File: config.mk
export PLATFORM = sky130hd
export DESIGN_NAME = tohost_monitor
export DESIGN_NICKNAME = d
export VERILOG_FILES = /design/src/rtl/tohost_monitor.sv
export SDC_FILE = /design/constraint.sdc
export NUM_CORES = 1
export LEC_CHECK = 0
export CAP_MARGIN = 20
export CORE_MARGIN = 10
export CORE_UTILIZATION = 42
export CTS_CLUSTER_SIZE = 8
export DETAILED_ROUTE_END_ITERATION = 6
export PLACE_DENSITY_LB_ADDON = 0.3
export SLEW_MARGIN = 10
export SYNTH_ARGS = -nofsm -noshare
export SYNTH_HDL_FRONTEND = slang
export SYNTH_SLANG_ARGS = --single-unit
File: constraint.sdc
create_clock -name clk -period 2.3 [get_ports clk]
set_clock_uncertainty 0.05 [all_clocks]
set_input_delay 0.46 -clock clk [delete_from_list [all_inputs] [get_ports clk]]
set_output_delay 0.46 -clock clk [all_outputs]
set_load 0.005 [all_outputs]
File: src/rtl/tohost_monitor.sv
// Purpose: tohost store responder; decodes riscv-tests pass/fail/test number and runs a watchdog.
// Latency: wr_ack and status outputs are registered, visible one cycle after the store is sampled.
// Backpressure: none; every store is accepted in the cycle it is presented, and wr_ack never stalls.
module tohost_monitor #(
  parameter logic [31:0] TOHOST_ADDR   = 32'h0000_1000,
  parameter int unsigned TIMEOUT_TICKS = 5000,
  parameter int unsigned CNT_W         = 32
) (
  input  logic             clk,
  input  logic             rst,
  input  logic             wr_en,
  input  logic [31:0]      wr_addr,
  input  logic [31:0]      wr_data,
  input  logic [3:0]       wr_be,
  output logic             wr_ack,
  output logic             done,
  output logic             pass,
  output logic             fail,
  output logic             timeout,
  output logic             halt,
  output logic [30:0]      test_num,
  output logic [CNT_W-1:0] cycles
);

  typedef enum logic [1:0] {
    S_RUN,
    S_PASS,
    S_FAIL,
    S_TIMEOUT
  } state_t;

  // Counter value on the last RUN cycle before the watchdog fires.
  localparam logic [CNT_W-1:0] LAST_TICK = CNT_W'(TIMEOUT_TICKS - 1);

  state_t      state_q;
  state_t      state_d;
  logic [30:0] test_num_d;
  logic        hit;
  logic        capture;
  logic        is_pass;
  logic        is_fail;
  logic        expiry;

  // Byte offset within the word does not matter for the hit decision.
  logic unused_addr_lsbs;
  assign unused_addr_lsbs = &{1'b0, wr_addr[1:0]};

  assign hit     = wr_en && (wr_addr[31:2] == TOHOST_ADDR[31:2]);
  // Only full-word stores while still running can decide the outcome.
  assign capture = hit && (state_q == S_RUN) && (wr_be == 4'hF);
  assign is_pass = capture && (wr_data == 32'h1);
  assign is_fail = capture && wr_data[0] && (wr_data != 32'h1);
  assign expiry  = (cycles == LAST_TICK);

  // Next-state decode: a deciding store beats watchdog expiry in the same cycle.
  always_comb begin
    state_d    = state_q;
    test_num_d = test_num;
    if (state_q == S_RUN) begin
      if (is_pass) begin
        state_d = S_PASS;
      end else if (is_fail) begin
        state_d    = S_FAIL;
        test_num_d = wr_data[31:1];
      end else if (expiry) begin
        state_d = S_TIMEOUT;
      end
    end
  end

  // State, captured test number and store acknowledge.
  always_ff @(posedge clk or negedge rst) begin
    if (!rst) begin
      state_q  <= S_RUN;
      test_num <= '0;
      wr_ack   <= 1'b0;
    end else begin
      state_q  <= state_d;
      test_num <= test_num_d;
      wr_ack   <= hit;
    end
  end

  // Cycle counter: runs only in RUN, saturates at all-ones instead of wrapping.
  always_ff @(posedge clk or negedge rst) begin
    if (!rst) begin
      cycles <= '0;
    end else if ((state_q == S_RUN) && (cycles != '1)) begin
      cycles <= cycles + CNT_W'(1);
    end
  end

  assign pass    = (state_q == S_PASS);
  assign fail    = (state_q == S_FAIL);
  assign timeout = (state_q == S_TIMEOUT);
  assign done    = pass | fail | timeout;
  assign halt    = done;

endmodule

==> results.py <==
metrics = {
    "worst_setup_path": {
        "cpPeakStageDelay_ns": 0.52,
        "path_common_cell": "buf_4",
        "worstPathMaxFanout": 2,
        "cp-end-kind": "flip-flop",
        "worst_r2r_startpoint": "cycles[3]",
        "worstPathCellList": "clkdlybuf4s50_1 -> nor4_2 -> nand4_1 -> nor3_2 -> buf_4 -> buf_4 -> buf_4 -> buf_4 -> buf_4 -> buf_4 -> buf_4 -> nor3b_4 -> o31ai_1",
        "rrSetupSlack_ns": 0.27,
        "critPathLaunchType": "input port",
        "crit_slowest_cell": "clkdlybuf4s50_1",
        "path_class": "in2reg",
        "worst_r2r_endpoint": "cycles[18]",
        "reg2reg_depth": 6,
        "cp.required_ns": 2.50,
        "worstPathArrival_ns": 2.48,
    },
    "flow_run": {
        "cap_violations": 0,
    },
    "synthesis": {
        "syn_inst": 249,
        "avgSynthCellArea_um2": 12.7,
        "synth-xor-area-share_pct": 8.06,
        "synthMuxAreaShare_pct": 15.0,
        "synthTopCellsByArea": "dfrtp_1, mux2_4, xnor2_1",
        "postSynthNetCount": 321,
        "synth-simple-area-share_pct": 20.1,
        "synth_top_area_share_pct": 52.4,
        "synth_warnings": 0,
        "ys_types": 33,
        "yosysTopAreaCell": "dfrtp_1",
        "synthAdderAreaFrac_pct": 0.397,
        "syn_area_mm2": 0.00315,
        "synth_compound_area_share_pct": 1.71,
        "ys_seq_area_share_pct": 52.4,
        "synth_top_family_by_area": "simple AND/OR/NAND/NOR gates",
        "ys_seq_elements": 66,
    },
    "timing": {
        "period_share_pct": 99.2,
        "period_needed_ns": 2.28,
        "hold_viol": 0,
        "holdWs_ns": 0.0927,
        "worst_slew_pin_slew_ns": 0.666,
        "setup-violations-final": 0,
        "max-slew-margin-rel_pct": 55.6,
        "timing.fmax_ghz": 0.438,
        "maxSlewViolCount": 0,
        "setup_tns_ns": 0,
    },
    "placed_design": {
        "dp_hpwl_um": 7530,
        "placed_cells": 502,
        "portBuffers": 137,
        "gp_congestion": 0.813,
    },
    "clock_tree": {
        "clk_latency_ns": 0.34,
        "cts_tree": "done",
        "clock-sinks": 66,
        "htree_levels": 3,
        "cts_buffer_depth": 2,
        "numCtsBuffers": 9,
        "clockRootBuffer": "clkbuf_8",
        "clkSlewWorstSetupHoldPaths_ns": 0.08,
    },
    "detailed_routing": {
        "ant_nets": 0,
        "drt_iter0_markers": 79,
        "via_per_inst": 5.29,
        "wl_um": 10700,
        "wl_per_cell_um": 20.1,
        "drc": 0,
        "first_pass_iters": 4,
        "vias": 2821,
    },
    "global_route": {
        "grt.total_usage_pct": 18.2,
        "grt_pass1_wl_um": 16500,
        "grt_pass1_vias": 3012,
        "grt_antenna_before_repair": 0,
        "grt_overflow": 0,
        "grt_max_degree": 39,
    },
    "power_and_ir_drop": {
        "power_uw": 2230,
        "ir_drop_mv": 0.359,
        "power_density_mw_per_mm2": 421,
        "p_leak_uw": 0.00243,
    },
    "floorplan": {
        "rows": 31,
        "die_x_um": 107,
        "ioPinCount": 140,
        "fp.dieArea_mm2": 0.0114,
        "initial_utilization_pct": 43.2,
        "core-area_mm2": 0.00729,
        "die_h_um": 107,
    },
    "final_layout": {
        "fillers": 505,
        "instances_no_fill": 533,
        "antenna_cells": 0,
        "seqCellArea_mm2": 0.00165,
        "drive_gt1_share_pct": 23.7,
        "multi_input_area_mm2": 0.00152,
        "nNetsFinal": 501,
        "area_growth_pct": 67.9,
    },
    "hold_path": {
        "hp-class": "in2async",
    },
    "status": {
        "status": "finished clean",
    },
}
==> through the flow <==
step / setup slack [ns] / utilization (%) / cell area (um^2)
2_1_floorplan: 0.182 / - / 3150
3_3_place_gp: -0.418 / 65.8 / 4800
3_5_place_dp: -0.453 / 65.8 / 4800
4_1_cts: 0.00131 / 70.2 / 5120
5_1_grt: -0.0653 / 72.6 / 5300
6_report: 0.0191 / 72.6 / 5300
==> cells in the final DEF (no fill, tap or decap), drive strengths merged, types with 2 or more instances in the layout <==
master,instances
nand3,9
nand2,10
nor4,19
xor2,3
a21oi,2
nand4,22
nor3,4
inv,4
dlygate4sd2,3
clkbuf,11
and3,9
xnor2,26
clkinvlp,2
and2,2
clkinv,4
and4,5
a41oi,2
mux2,32
nor2,13
buf,40
dfrtp,66
nor4b,5
dlymetal6s2s,22
clkdlybuf4s50,110
==> repair_timing <==
action                     CTS  global route
resized for setup           11            35
setup endpoints to repair   31            33
gates cloned                 2             1
pin swaps                    5            12
hold buffers                 0             0
buffers inserted             9             3
hold endpoints to repair     0             0
==> worst max-delay path, delay by kind of cell <==
family | cells | cell delay [ns]
AOI/OAI and AO/OA | 1 | 0.24
buffers and inverters | 8 | 1.37
and+or+nand+nor | 4 | 0.40
==> registers in the layout, indices dropped and copies added, names as in the netlist <==
register and count:
cycles 32, test_num 31, wr_ack 1, state_q 2
==> synth_stat cells (all sizes together) <==
cell type	instances
xnor2	26
nand4b	1
nor3b	1
and3	9
inv	4
nand4	22
buf	6
nor4	19
xor2	3
nor4b	5
clkbuf	2
o31ai	1
nand3	9
a221oi	1
nand4bb	1
and2	2
ha	1
a41oi	2
mux2	32
a21oi	2
nor4bb	1
o211a	1
nand2	10
nor3	4
nor2	13
dfrtp	66
and4	5
==> logic make-up (layout without fill, tap and decap cells) <==
group	count (synthesis)	in the layout
xor gates and xnor gates	29	29
DFF	66	66
muxes	32	32
buffers and inverters	12	197
AOI/OAI and AO/OA	7	7
and+or+nand+nor	102	102
adders and majority gates	1	1
==> final cells by class <==
class | count | area share (%)
Clock inverter | 6 | 0.803
Inverter | 4 | 0.284
Multi-Input combinational cell | 171 | 28.6
Tap cell | 99 | 2.34
Sequential cell | 66 | 31.2
Clock buffer | 10 | 2.60
Timing Repair Buffer | 177 | 34.1
==> where the power goes <==
| group | internal, uW | switching, uW | total, uW |
|---|---|---|---|
| combinational | 117 | 69.1 | 186 |
| sequential | 1160 | 0.0000000129 | 1160 |
| clock | 420 | 466 | 886 |
==> per-layer routing <==
layer  share of wire, %  routed length [um]  global-route usage (%)  up-vias
met5                  0                   0                       0        -
met4                1.3                 142                    5.90        0
met3                8.2                 882                    6.29       17
met2                 49                5300                    30.1      118
met1                 41                4390                    21.7     1394
li1                   -                   -                       -     1292
==> how the worst max path moves through the flow <==
stage                startpoint            to  slack (ns)  depth (start not counted)
floorplan            wr_addr[4]   test_num[0]        0.18                          6
global placement    wr_addr[25]   test_num[2]       -0.42                          7
detailed placement  wr_addr[15]   test_num[4]       -0.45                          7
CTS                 wr_addr[25]  test_num[28]       0.001                          8
global route        wr_addr[25]  test_num[26]       -0.07                          8
finish              wr_addr[25]    state_q[0]        0.02                         13
Note: power is estimated with default switching activity, not from simulation.
